**config.mk**
```make
export PLATFORM = sky130hd
export DESIGN_NAME = ecc_operand_loader
export DESIGN_NICKNAME = d
export VERILOG_FILES = /design/src/rtl/ecc_pkg.sv /design/src/rtl/mag_compare_256.sv /design/src/rtl/ecc_operand_loader.sv
export SDC_FILE = /design/constraint.sdc
export NUM_CORES = 2
export LEC_CHECK = 0
export CAP_MARGIN = 25
export CELL_PAD_IN_SITES_DETAIL_PLACEMENT = 0
export CELL_PAD_IN_SITES_GLOBAL_PLACEMENT = 1
export CORE_AREA = 10 10 506 508
export CTS_CLUSTER_SIZE = 20
export DETAILED_ROUTE_END_ITERATION = 7
export DIE_AREA = 0 0 516 518
export GPL_ROUTABILITY_DRIVEN = 0
export PLACE_DENSITY = 0.69
export SLEW_MARGIN = 5
export SYNTH_ARGS = -nofsm -noshare
export SYNTH_HDL_FRONTEND = slang
export SYNTH_HIERARCHICAL = 1
export SYNTH_SLANG_ARGS = --single-unit
```
**constraint.sdc**
```tcl
create_clock -name Clk -period 5.8 [get_ports Clk]
set_clock_uncertainty 0.15 [all_clocks]
set_input_delay 0.58 -clock Clk [delete_from_list [all_inputs] [get_ports Clk]]
set_output_delay 0.58 -clock Clk [all_outputs]
set_load 0.05 [all_outputs]
```
**src/rtl/ecc_pkg.sv**
```systemverilog
// Shared definitions for the ECC ElGamal front end: FSM states, error codes,
// operand selects and the secp256k1 domain constants.
package ecc_pkg;

  typedef enum logic [2:0] {
    S_IDLE   = 3'd0,
    S_CHECK  = 3'd1,
    S_LAUNCH = 3'd2,
    S_WAIT   = 3'd3,
    S_DONE   = 3'd4,
    S_ERR    = 3'd5
  } state_e;

  localparam logic [1:0] ERR_NONE       = 2'd0;
  localparam logic [1:0] ERR_INCOMPLETE = 2'd1;
  localparam logic [1:0] ERR_RANGE      = 2'd2;
  localparam logic [1:0] ERR_TIMEOUT    = 2'd3;

  localparam logic [2:0] SEL_GX    = 3'd0;
  localparam logic [2:0] SEL_GY    = 3'd1;
  localparam logic [2:0] SEL_ALICE = 3'd2;
  localparam logic [2:0] SEL_BOB   = 3'd3;
  localparam logic [2:0] SEL_MSG   = 3'd4;

  localparam int NUM_OPS      = 5;
  localparam int WORDS_PER_OP = 8;
  localparam int NUM_WORDS    = NUM_OPS * WORDS_PER_OP;

  localparam logic [255:0] SECP_P  =
    256'hFFFFFFFFFFFFFFFFFFFFFFFFFFFFFFFFFFFFFFFFFFFFFFFFFFFFFFFEFFFFFC2F;
  localparam logic [255:0] SECP_GX =
    256'h79BE667EF9DCBBAC55A06295CE870B07029BFCDB2DCE28D959F2815B16F81798;
  localparam logic [255:0] SECP_GY =
    256'h483ADA7726A3C4655DA4FBFC0E1108A8FD17B448A68554199C47D08FFB10D4B8;

  // Selects 5-7 do not map to an operand register.
  function automatic logic sel_valid(input logic [2:0] sel);
    return (sel <= SEL_MSG);
  endfunction

endpackage

```
**src/rtl/mag_compare_256.sv**
```systemverilog
// Combinational 256-bit unsigned magnitude compare (a < b) plus a == 0 detect.
module mag_compare_256 (
  input  logic [255:0] a_i,
  input  logic [255:0] b_i,
  output logic         lt_o,
  output logic         a_zero_o
);

  assign lt_o     = (a_i < b_i);
  assign a_zero_o = (a_i == '0);

endmodule

```
**src/rtl/ecc_operand_loader.sv**
```systemverilog
// Host-side loader for the ECC ElGamal core: collects five 256-bit operands
// through 32-bit word writes, range-checks them, pulses start and supervises
// the run until Done or a cycle timeout.
module ecc_operand_loader
  import ecc_pkg::*;
#(
  parameter logic [255:0] P              = SECP_P,
  parameter logic [31:0]  TIMEOUT_CYCLES = 32'd50_000_000
) (
  input  logic         Clk,
  input  logic         Reset,
  input  logic         wr_en,
  input  logic [5:0]   wr_addr,
  input  logic [31:0]  wr_data,
  input  logic         go,
  input  logic         clr,
  input  logic         Done,
  output logic [255:0] Gx,
  output logic [255:0] Gy,
  output logic [255:0] alice,
  output logic [255:0] bob,
  output logic [255:0] message,
  output logic         start,
  output logic         busy,
  output logic         done_o,
  output logic [1:0]   err_code,
  output logic         wr_rejected
);

  state_e                    state_q, state_d;
  logic [1:0]                err_q, err_d;
  logic [NUM_OPS-1:0][255:0] ops_q, ops_d;
  logic [NUM_WORDS-1:0]      mask_q, mask_d;
  logic                      rej_q, rej_d;
  logic [31:0]               cnt_q, cnt_d;
  logic                      chk_ok_q, chk_ok_d;

  logic [2:0] wr_sel;
  logic [2:0] wr_word;
  logic       host_st;
  logic       wr_acc;
  logic       wr_rej;
  logic       mask_full;
  logic       clr_acc;
  logic       timeout_hit;

  assign wr_sel      = wr_addr[5:3];
  assign wr_word     = wr_addr[2:0];
  // The operand bank is only writable while the core is not using it.
  assign host_st     = (state_q == S_IDLE) || (state_q == S_DONE) || (state_q == S_ERR);
  assign wr_acc      = wr_en && host_st && sel_valid(wr_sel);
  assign wr_rej      = wr_en && !wr_acc;
  assign mask_full   = &mask_q;
  assign clr_acc     = clr && ((state_q == S_DONE) || (state_q == S_ERR));
  assign timeout_hit = (cnt_q == (TIMEOUT_CYCLES - 32'd1));

  // One comparator per operand lane against P; Gx, Gy and message use the
  // less-than result, alice and bob use the zero detect.
  logic [NUM_OPS-1:0] lt_v;
  logic [NUM_OPS-1:0] zero_v;

  for (genvar i = 0; i < NUM_OPS; i++) begin : g_cmp
    mag_compare_256 u_cmp (
      .a_i      (ops_q[i]),
      .b_i      (P),
      .lt_o     (lt_v[i]),
      .a_zero_o (zero_v[i])
    );
  end

  logic unused_cmp;
  assign unused_cmp = ^{lt_v[SEL_BOB], lt_v[SEL_ALICE], zero_v[SEL_MSG],
                        zero_v[SEL_GY], zero_v[SEL_GX]};

  logic range_ok;
  assign range_ok = lt_v[SEL_GX] && lt_v[SEL_GY] && lt_v[SEL_MSG] &&
                    !zero_v[SEL_ALICE] && !zero_v[SEL_BOB];

  // State and error-code register.
  always_ff @(posedge Clk) begin
    if (Reset) begin
      state_q <= S_IDLE;
      err_q   <= ERR_NONE;
    end else begin
      state_q <= state_d;
      err_q   <= err_d;
    end
  end

  // Next-state logic; go from DONE/ERR follows the IDLE rules, clr wins over go.
  always_comb begin
    state_d = state_q;
    err_d   = err_q;
    case (state_q)
      S_IDLE: begin
        if (go) begin
          if (mask_full) begin
            state_d = S_CHECK;
            err_d   = ERR_NONE;
          end else begin
            state_d = S_ERR;
            err_d   = ERR_INCOMPLETE;
          end
        end
      end
      S_CHECK: state_d = S_LAUNCH;
      S_LAUNCH: begin
        if (chk_ok_q) begin
          state_d = S_WAIT;
        end else begin
          state_d = S_ERR;
          err_d   = ERR_RANGE;
        end
      end
      S_WAIT: begin
        if (Done) begin
          state_d = S_DONE;
        end else if (timeout_hit) begin
          state_d = S_ERR;
          err_d   = ERR_TIMEOUT;
        end
      end
      S_DONE, S_ERR: begin
        if (clr) begin
          state_d = S_IDLE;
          err_d   = ERR_NONE;
        end else if (go) begin
          if (mask_full) begin
            state_d = S_CHECK;
            err_d   = ERR_NONE;
          end else begin
            state_d = S_ERR;
            err_d   = ERR_INCOMPLETE;
          end
        end
      end
      default: begin
        state_d = S_IDLE;
        err_d   = ERR_NONE;
      end
    endcase
  end

  // Datapath next-state: operand words, load mask, sticky reject, timeout
  // counter and the registered check result.
  always_comb begin
    ops_d    = ops_q;
    mask_d   = mask_q;
    rej_d    = rej_q;
    cnt_d    = cnt_q;
    chk_ok_d = chk_ok_q;
    if (clr_acc) begin
      mask_d = '0;
      rej_d  = 1'b0;
    end
    if (wr_acc) begin
      ops_d[wr_sel][{wr_word, 5'd0} +: 32] = wr_data;
      mask_d[{wr_sel, wr_word}]            = 1'b1;
    end
    if (wr_rej) begin
      rej_d = 1'b1;
    end
    case (state_q)
      S_CHECK:  chk_ok_d = range_ok;
      S_LAUNCH: cnt_d    = '0;
      S_WAIT:   if (!Done && !timeout_hit) cnt_d = cnt_q + 32'd1;
      default:  ;
    endcase
  end

  // Datapath registers.
  always_ff @(posedge Clk) begin
    if (Reset) begin
      ops_q    <= '0;
      mask_q   <= '0;
      rej_q    <= 1'b0;
      cnt_q    <= '0;
      chk_ok_q <= 1'b0;
    end else begin
      ops_q    <= ops_d;
      mask_q   <= mask_d;
      rej_q    <= rej_d;
      cnt_q    <= cnt_d;
      chk_ok_q <= chk_ok_d;
    end
  end

  // Moore outputs; start only fires from LAUNCH when every check passed.
  always_comb begin
    start    = (state_q == S_LAUNCH) && chk_ok_q;
    busy     = (state_q == S_CHECK) || (state_q == S_LAUNCH) || (state_q == S_WAIT);
    done_o   = (state_q == S_DONE);
    err_code = (state_q == S_ERR) ? err_q : ERR_NONE;
  end

  assign wr_rejected = rej_q;
  assign Gx          = ops_q[SEL_GX];
  assign Gy          = ops_q[SEL_GY];
  assign alice       = ops_q[SEL_ALICE];
  assign bob         = ops_q[SEL_BOB];
  assign message     = ops_q[SEL_MSG];

endmodule

```
; After elaboration in Yosys (flattened, before gate mapping)
; Index checks and enable logic that the tools add are counted.
[totals]
register_bits = 1359
inputBits = 44
[classes]
add_sub_neg = 2
n_mux = 26
n_lt_le_gt_ge = 8
reduce_logical = 31
eq_ne = 11
bitwise = 2
shift = 2
[ops]
columns = operator, n
row1 = 1280-bit bitwise mux, 1
row2 = 256-bit demux with 3-bit select, 1
row3 = "256-bit < comparator, second input constant", 3
row4 = 256-bit zero test, 2
row5 = 256-bit two-way mux, 1
row6 = "32-bit by 10-bit variable shift with 256-bit output, first input constant", 1
row7 = 32-bit by 10-bit variable part select with 256-bit output, 1
row8 = 40-bit two-way mux, 2
row9 = 32-bit one-hot mux with 2 select lines, 1
row10 = 40-bit OR, 1
row11 = 40-bit AND reduction, 1
row12 = "32-bit by 1-bit adder with 32-bit output, second input constant", 1
row13 = "32-bit by 26-bit equality test with 1-bit output, second input constant", 1
row14 = 32-bit two-way mux, 1
row15 = 3-bit two-way mux, 6
row16 = 3-bit one-hot mux with 5 select lines, 1
row17 = 1-bit logical AND, 12
row18 = 2-bit two-way mux, 6
row19 = 8-bit negation with 10-bit output, 1
row20 = 2-bit one-hot mux with 5 select lines, 1
row21 = "2-bit != test, second input constant", 4
row22 = "6-bit by 7-bit < comparator with 1-bit output, second input constant", 1
row23 = 1-bit demux with 6-bit select, 1
row24 = "3-bit by 2-bit equality test with 1-bit output, second input constant", 2
row25 = 16 further kinds, 29

; Longest topological paths before layout
[depth]
depth_word = 8
ltp_mapped = 14
mapped_depth_nobuf = 14

; Cells and area by module
; Netlist, hierarchy kept.
[modules_own_cells]
columns = module, cells_each, n_inst, seq_area_each_um2, area_each_um2
row1 = ecc_operand_loader, 6216, 1, 27206.1, 48122.4
row2 = mag_compare_256, 1013, 5, 0.0, 7004.2

; Worst setup path after synthesis
; OpenSTA, ideal clock, no wires.
[synth_timing]
path_kind = flip-flop to flip-flop
startpoint = register ops_q, in the netlist Gx[239]
endpoint = register chk_ok_q
required_ns = 5.518
setup_slack_ns = 2.832
n_path_buf = 0
setup_ns = 0.132
t_arrival_ns = 2.686
path_stages_with_launch = 13
period_less_slack_ns = 2.968
cell_sequence = dfxtp_1 > ha_1 > nand4_1 > or4_4 > or3_4 > nor3_4 > nand3_1 > o221ai_1 > nor2_1 > nand3_1 > nor3_1 > nand2_1 > a21oi_1
[synth_between]
elab_chain_cells = 5
[synth_lines]
columns = item, line
row1 = start: declaration, ecc_operand_loader.sv:32  ; logic [NUM_OPS-1:0][255:0] ops_q, ops_d;
row2 = start signal: assignment, ecc_operand_loader.sv:180  ; ops_q <= ops_d;
row3 = 256-bit < comparator, mag_compare_256.sv:9  ; assign lt_o = (a_i < b_i);
row4 = net lt_v[0], ecc_operand_loader.sv:59  ; logic [NUM_OPS-1:0] lt_v;
row5 = 1-bit logical AND (3 in series), ecc_operand_loader.sv:76  ; assign range_ok = lt_v[SEL_GX] && lt_v[SEL_GY] && lt_v[SEL_MSG] &&
row6 = 1-bit logical AND, ecc_operand_loader.sv:77  ; !zero_v[SEL_ALICE] && !zero_v[SEL_BOB];
row7 = end signal: assignment, ecc_operand_loader.sv:184  ; chk_ok_q <= chk_ok_d;
row8 = end: declaration, ecc_operand_loader.sv:36  ; logic chk_ok_q, chk_ok_d;
; The timed path passes the listed nets, and every way through them passes these cells.
; A chain may end at the register's enable or synchronous reset.

; Worst setup path after layout
[layout_timing]
startpoint = register ops_q, in the netlist message[1]
endpoint = register chk_ok_q
[layout_between]
elab_chain_cells = 4
[layout_lines]
columns = item, line
row1 = 256-bit < comparator, mag_compare_256.sv:9
row2 = net lt_v[4], ecc_operand_loader.sv:59
row3 = 1-bit logical AND (2 in series), ecc_operand_loader.sv:76
row4 = 1-bit logical AND, ecc_operand_loader.sv:77
; The timed path passes the listed nets, and every way through them passes these cells.

==> flow_results.org <==
** Route
- Number of nets still failing antenna checks after routing :: 0
- The routed layout has between 70000 and 80000 vias.
- First-pass iteration count of the detailed router :: 6
- DR vias/cell :: 4.955
- After detailed routing, the average wire length per cell comes to between 20 and 30 um.
- The detailed router finished its first iteration with about 6700 violations.
- Summed over all layers, the routed wires come to 389000 um.
- # DRC :: 0

** Layout
- Of the cells placed in the final design, the portion with a size suffix greater than 1 is 4.867%.
- Number of nets in the layout :: around 12000
- Filler Cell Count :: around 25000
- Non-filler instance count after layout :: between 10000 and 15000
- From synthesis to final layout, the design area changed by 36.58%.

** Clocking
- The clock drives between 1000 and 1500 sinks.
- TritonCTS clock tree :: yes
- Clock-pin slew was measured on the worst setup and hold paths at 60 ps.
- The later pin in the worst-skew pair is clocked with a latency of 840 ps.
- In this run, post-CTS hold repair placed 0 buffers.
- No sink is reached through more buffers than the 3 on the longest clock path.
- Post-cts repair resize count :: 0
- Setup Fix Bufs, Post-CTS :: 0
- TritonCTS buffer count :: 166
- The cell sitting at the root of the clock tree is a sky130_fd_sc_hd__clkbuf_16.
- CTS built an H-tree with a depth of 4.

** Yosys
- Yosys printed 6 warnings.
- Counting every instance in the synthesized netlist gives 9170.
- Cell area after synthesis :: ~0.069 sq mm
- Syn avg cell area :: approximately 7.5 sq um

** STA
- For the pin with the worst max-slew slack, the measured transition is ~1100 ps.
- Setup slack on the critical path of the routed design comes to 1194 ps.
- The number of hold violations in the final report was 0.
- Headroom to the max-slew limit :: about a quarter
- Setup repair after global routing missed its margin :: no
- The worst path uses roughly four fifths of the clock period.
- The routed design could run at a clock period as short as approximately 4600 ps.
- After routing, the total negative slack on setup checks comes to 0 ps.
- Max-slew violations :: 0
- Peak Freq :: around 220 MHz
- Setup violations remaining at the end of the flow were counted as 0.
- Hold WS :: 100.1 ps

** Pwr
- For this design the total switching power over the nets is 0.005977 W.
- Clock share of power :: 49.5%
- Combinational logic is responsible for between 8 and 9% of the overall power.
- Seq pwr share :: 42.5%
- Of the total power, the share spent switching nets is between 20% and 30%.
- In this run the power density over the cells is 236.7 mW/mm^2.
- In this run the static leakage power is about 42 nW.
- Pint :: ~0.016 W
- Worst supply voltage drop on vdd :: approximately 0.25 mV

** Placement
- OpenSTA, run right after detailed placement, puts the worst setup slack at 929.6 ps.
- Port buffering added roughly 1300 buffers.
- Placed wire-length estimate :: roughly 280000 um
- In this run, placement finished with an instance count of approximately 14000.

** Floorplan
- Initial Util :: 27.95%
- During I/O placement, the number of pins put on the boundary was 1330.
- Die width :: about 520 um
- Total core area :: 0.2455 sq mm
- Die height :: 518 um
- The die covers 0.2673 sq mm.
- After floorplanning, the core was divided into ~180 placement rows.

** Critical path
- Crit path kind :: reg -> reg
- Gate family responsible for the most delay along the worst path :: simple AND/OR/NAND/NOR gates
- Slowest stage delay, CP :: ~540 ps
- Cell chain of the critical path :: ha_1 -> a2111oi_0 -> nor4_1 -> a2111oi_0 -> buf_1 -> o22ai_1 -> nor3_2 -> o221ai_1 -> nor2_1 -> nand3_1 -> nor3_1 -> nand2_1 -> a21oi_1
- At the worst endpoint, the arrival time is approximately 5200 ps.
- Cell occurring most often along the worst timing path :: sky130_fd_sc_hd__a2111oi_0
- Maximum net fanout on the critical path :: 3
- At the worst endpoint, the required time is between 6000 and 7000 ps.
- Together, buffers and inverters on the worst path number 1.
- Slowest stage cell, crit path :: sky130_fd_sc_hd__nor3_1
- The worst setup path is captured at a flip-flop.
- Launching element type of the critical path :: flip-flop

** GRT
- The total overflow left after global routing is 0.
- Via count of the first global-routing pass :: between 60000 and 70000
- Global-route wire length before repair :: approximately 530000 um
- Initial antenna violation count :: 31
- Global routing used around 33% of the available met1 tracks.
- Across every metal layer, demand over resource in global routing totals 27.59%.
- In the global route stage, met3 resource usage came out at about 7%.
- Entering global routing, the biggest net connects 187 pins.
- Global-route layer with the greatest usage :: met2
- For met2 alone, demand over resource in global routing was ~46%.

** Status
- Result of the run :: complete, no violations

** Hold path
- The path class of the tightest hold or removal check is in -> reg.

** Run
- Maxcap violations :: 0
-- worst paths after layout --
kind          startpoint         end  slack, ps  cells after the start
max           message[1]    chk_ok_q       1190                     13
min          wr_data[26]  alice[122]        100                      3
max reg2reg   message[1]    chk_ok_q       1190                     13
min reg2reg     bob[109]    bob[109]        320                      2
-- power by group through the flow --
stage / sequential (W) / combinational (W) / clock (W)
floorplan: 0.00970 / 0.000852 / 0
detailed placement: 0.00963 / 0.00176 / 0
global placement: 0.00962 / 0.00173 / 0
CTS: 0.00942 / 0.00177 / 0.0112
finish: 0.00942 / 0.00179 / 0.0110
global route: 0.00942 / 0.00193 / 0.0115
-- final cells by class --
type / count / area (sq um) / area share, %
diodes: 11 / 27.53 / 0.02938
clock buffers: 228 / 4681 / 4.996
multi-input cells: 7235 / 39430 / 42.08
well taps: 3220 / 4029 / 4.300
inverters: 797 / 2992 / 3.193
repair buffers: 1476 / 14450 / 15.43
flip-flops and latches: 1359 / 27210 / 29.04
clock inverters: 61 / 877.1 / 0.9361
-- worst register-to-register path, cell delays in order (launching register included) --
cell and delay, ps:
sky130_fd_sc_hd__dfxtp_1 340, sky130_fd_sc_hd__ha_1 290, sky130_fd_sc_hd__a2111oi_0 390, sky130_fd_sc_hd__nor4_1 90, sky130_fd_sc_hd__a2111oi_0 450, sky130_fd_sc_hd__buf_1 220, sky130_fd_sc_hd__o22ai_1 130, sky130_fd_sc_hd__nor3_2 370
sky130_fd_sc_hd__o221ai_1 420, sky130_fd_sc_hd__nor2_1 530, sky130_fd_sc_hd__nand3_1 300, sky130_fd_sc_hd__nor3_1 550, sky130_fd_sc_hd__nand2_1 150, sky130_fd_sc_hd__a21oi_1 140
-- per-stage QoR --
step	utilization, %	total power (W)	area, sq um
after floorplan	-	0.01055	71480
after global placement	35.83	0.01136	87960
after detailed placement	35.87	0.01138	88050
after CTS	38.13	0.02236	93610
after global routing	38.16	0.02288	93680
final	38.17	0.02218	93690
-- registers in the layout (all words and copies together), names as in the netlist, 2 cells and up --
signal and count:
bob 256, state_q 3, mask_q 40, alice 256
cnt_q 32, Gx 256, Gy 256, message 256
err_q 2
-- placed cells by master, fill, tap and decap left out, types with 10 or more instances in the layout --
cell	n
sky130_fd_sc_hd__or3_1	25
sky130_fd_sc_hd__a21o_1	57
sky130_fd_sc_hd__or4_1	18
sky130_fd_sc_hd__nand3_1	87
sky130_fd_sc_hd__ha_1	768
sky130_fd_sc_hd__nor2_2	20
sky130_fd_sc_hd__nand4_1	220
sky130_fd_sc_hd__a22oi_1	41
sky130_fd_sc_hd__inv_1	796
sky130_fd_sc_hd__buf_4	165
sky130_fd_sc_hd__clkdlybuf4s50_1	1295
sky130_fd_sc_hd__o21ai_1	15
sky130_fd_sc_hd__nor3_4	14
sky130_fd_sc_hd__nor2_1	171
sky130_fd_sc_hd__nor4_2	11
sky130_fd_sc_hd__clkbuf_16	169
sky130_fd_sc_hd__nor3_1	39
sky130_fd_sc_hd__a211oi_1	34
sky130_fd_sc_hd__nand2_1	2784
sky130_fd_sc_hd__clkinv_2	28
sky130_fd_sc_hd__bufinv_16	18
sky130_fd_sc_hd__diode_2	11
sky130_fd_sc_hd__nor2b_1	13
sky130_fd_sc_hd__clkbuf_8	23
sky130_fd_sc_hd__conb_1	768
sky130_fd_sc_hd__clkbuf_1	36
sky130_fd_sc_hd__nor4_1	175
sky130_fd_sc_hd__and2_1	10
sky130_fd_sc_hd__nor3_2	11
sky130_fd_sc_hd__o21ai_0	112
sky130_fd_sc_hd__o21a_1	22
sky130_fd_sc_hd__a2111oi_0	15
sky130_fd_sc_hd__o211ai_1	24
sky130_fd_sc_hd__dfxtp_1	1359
sky130_fd_sc_hd__nand2b_1	14
sky130_fd_sc_hd__a21oi_1	1606
-- per-layer routing --
layer,share of wire [%],up-vias
li1,-,33680
met1,40,34140
met2,47,2845
met3,8.2,627
met4,5.2,2
met5,0.015,-
Note: power is estimated with default switching activity, not from simulation.
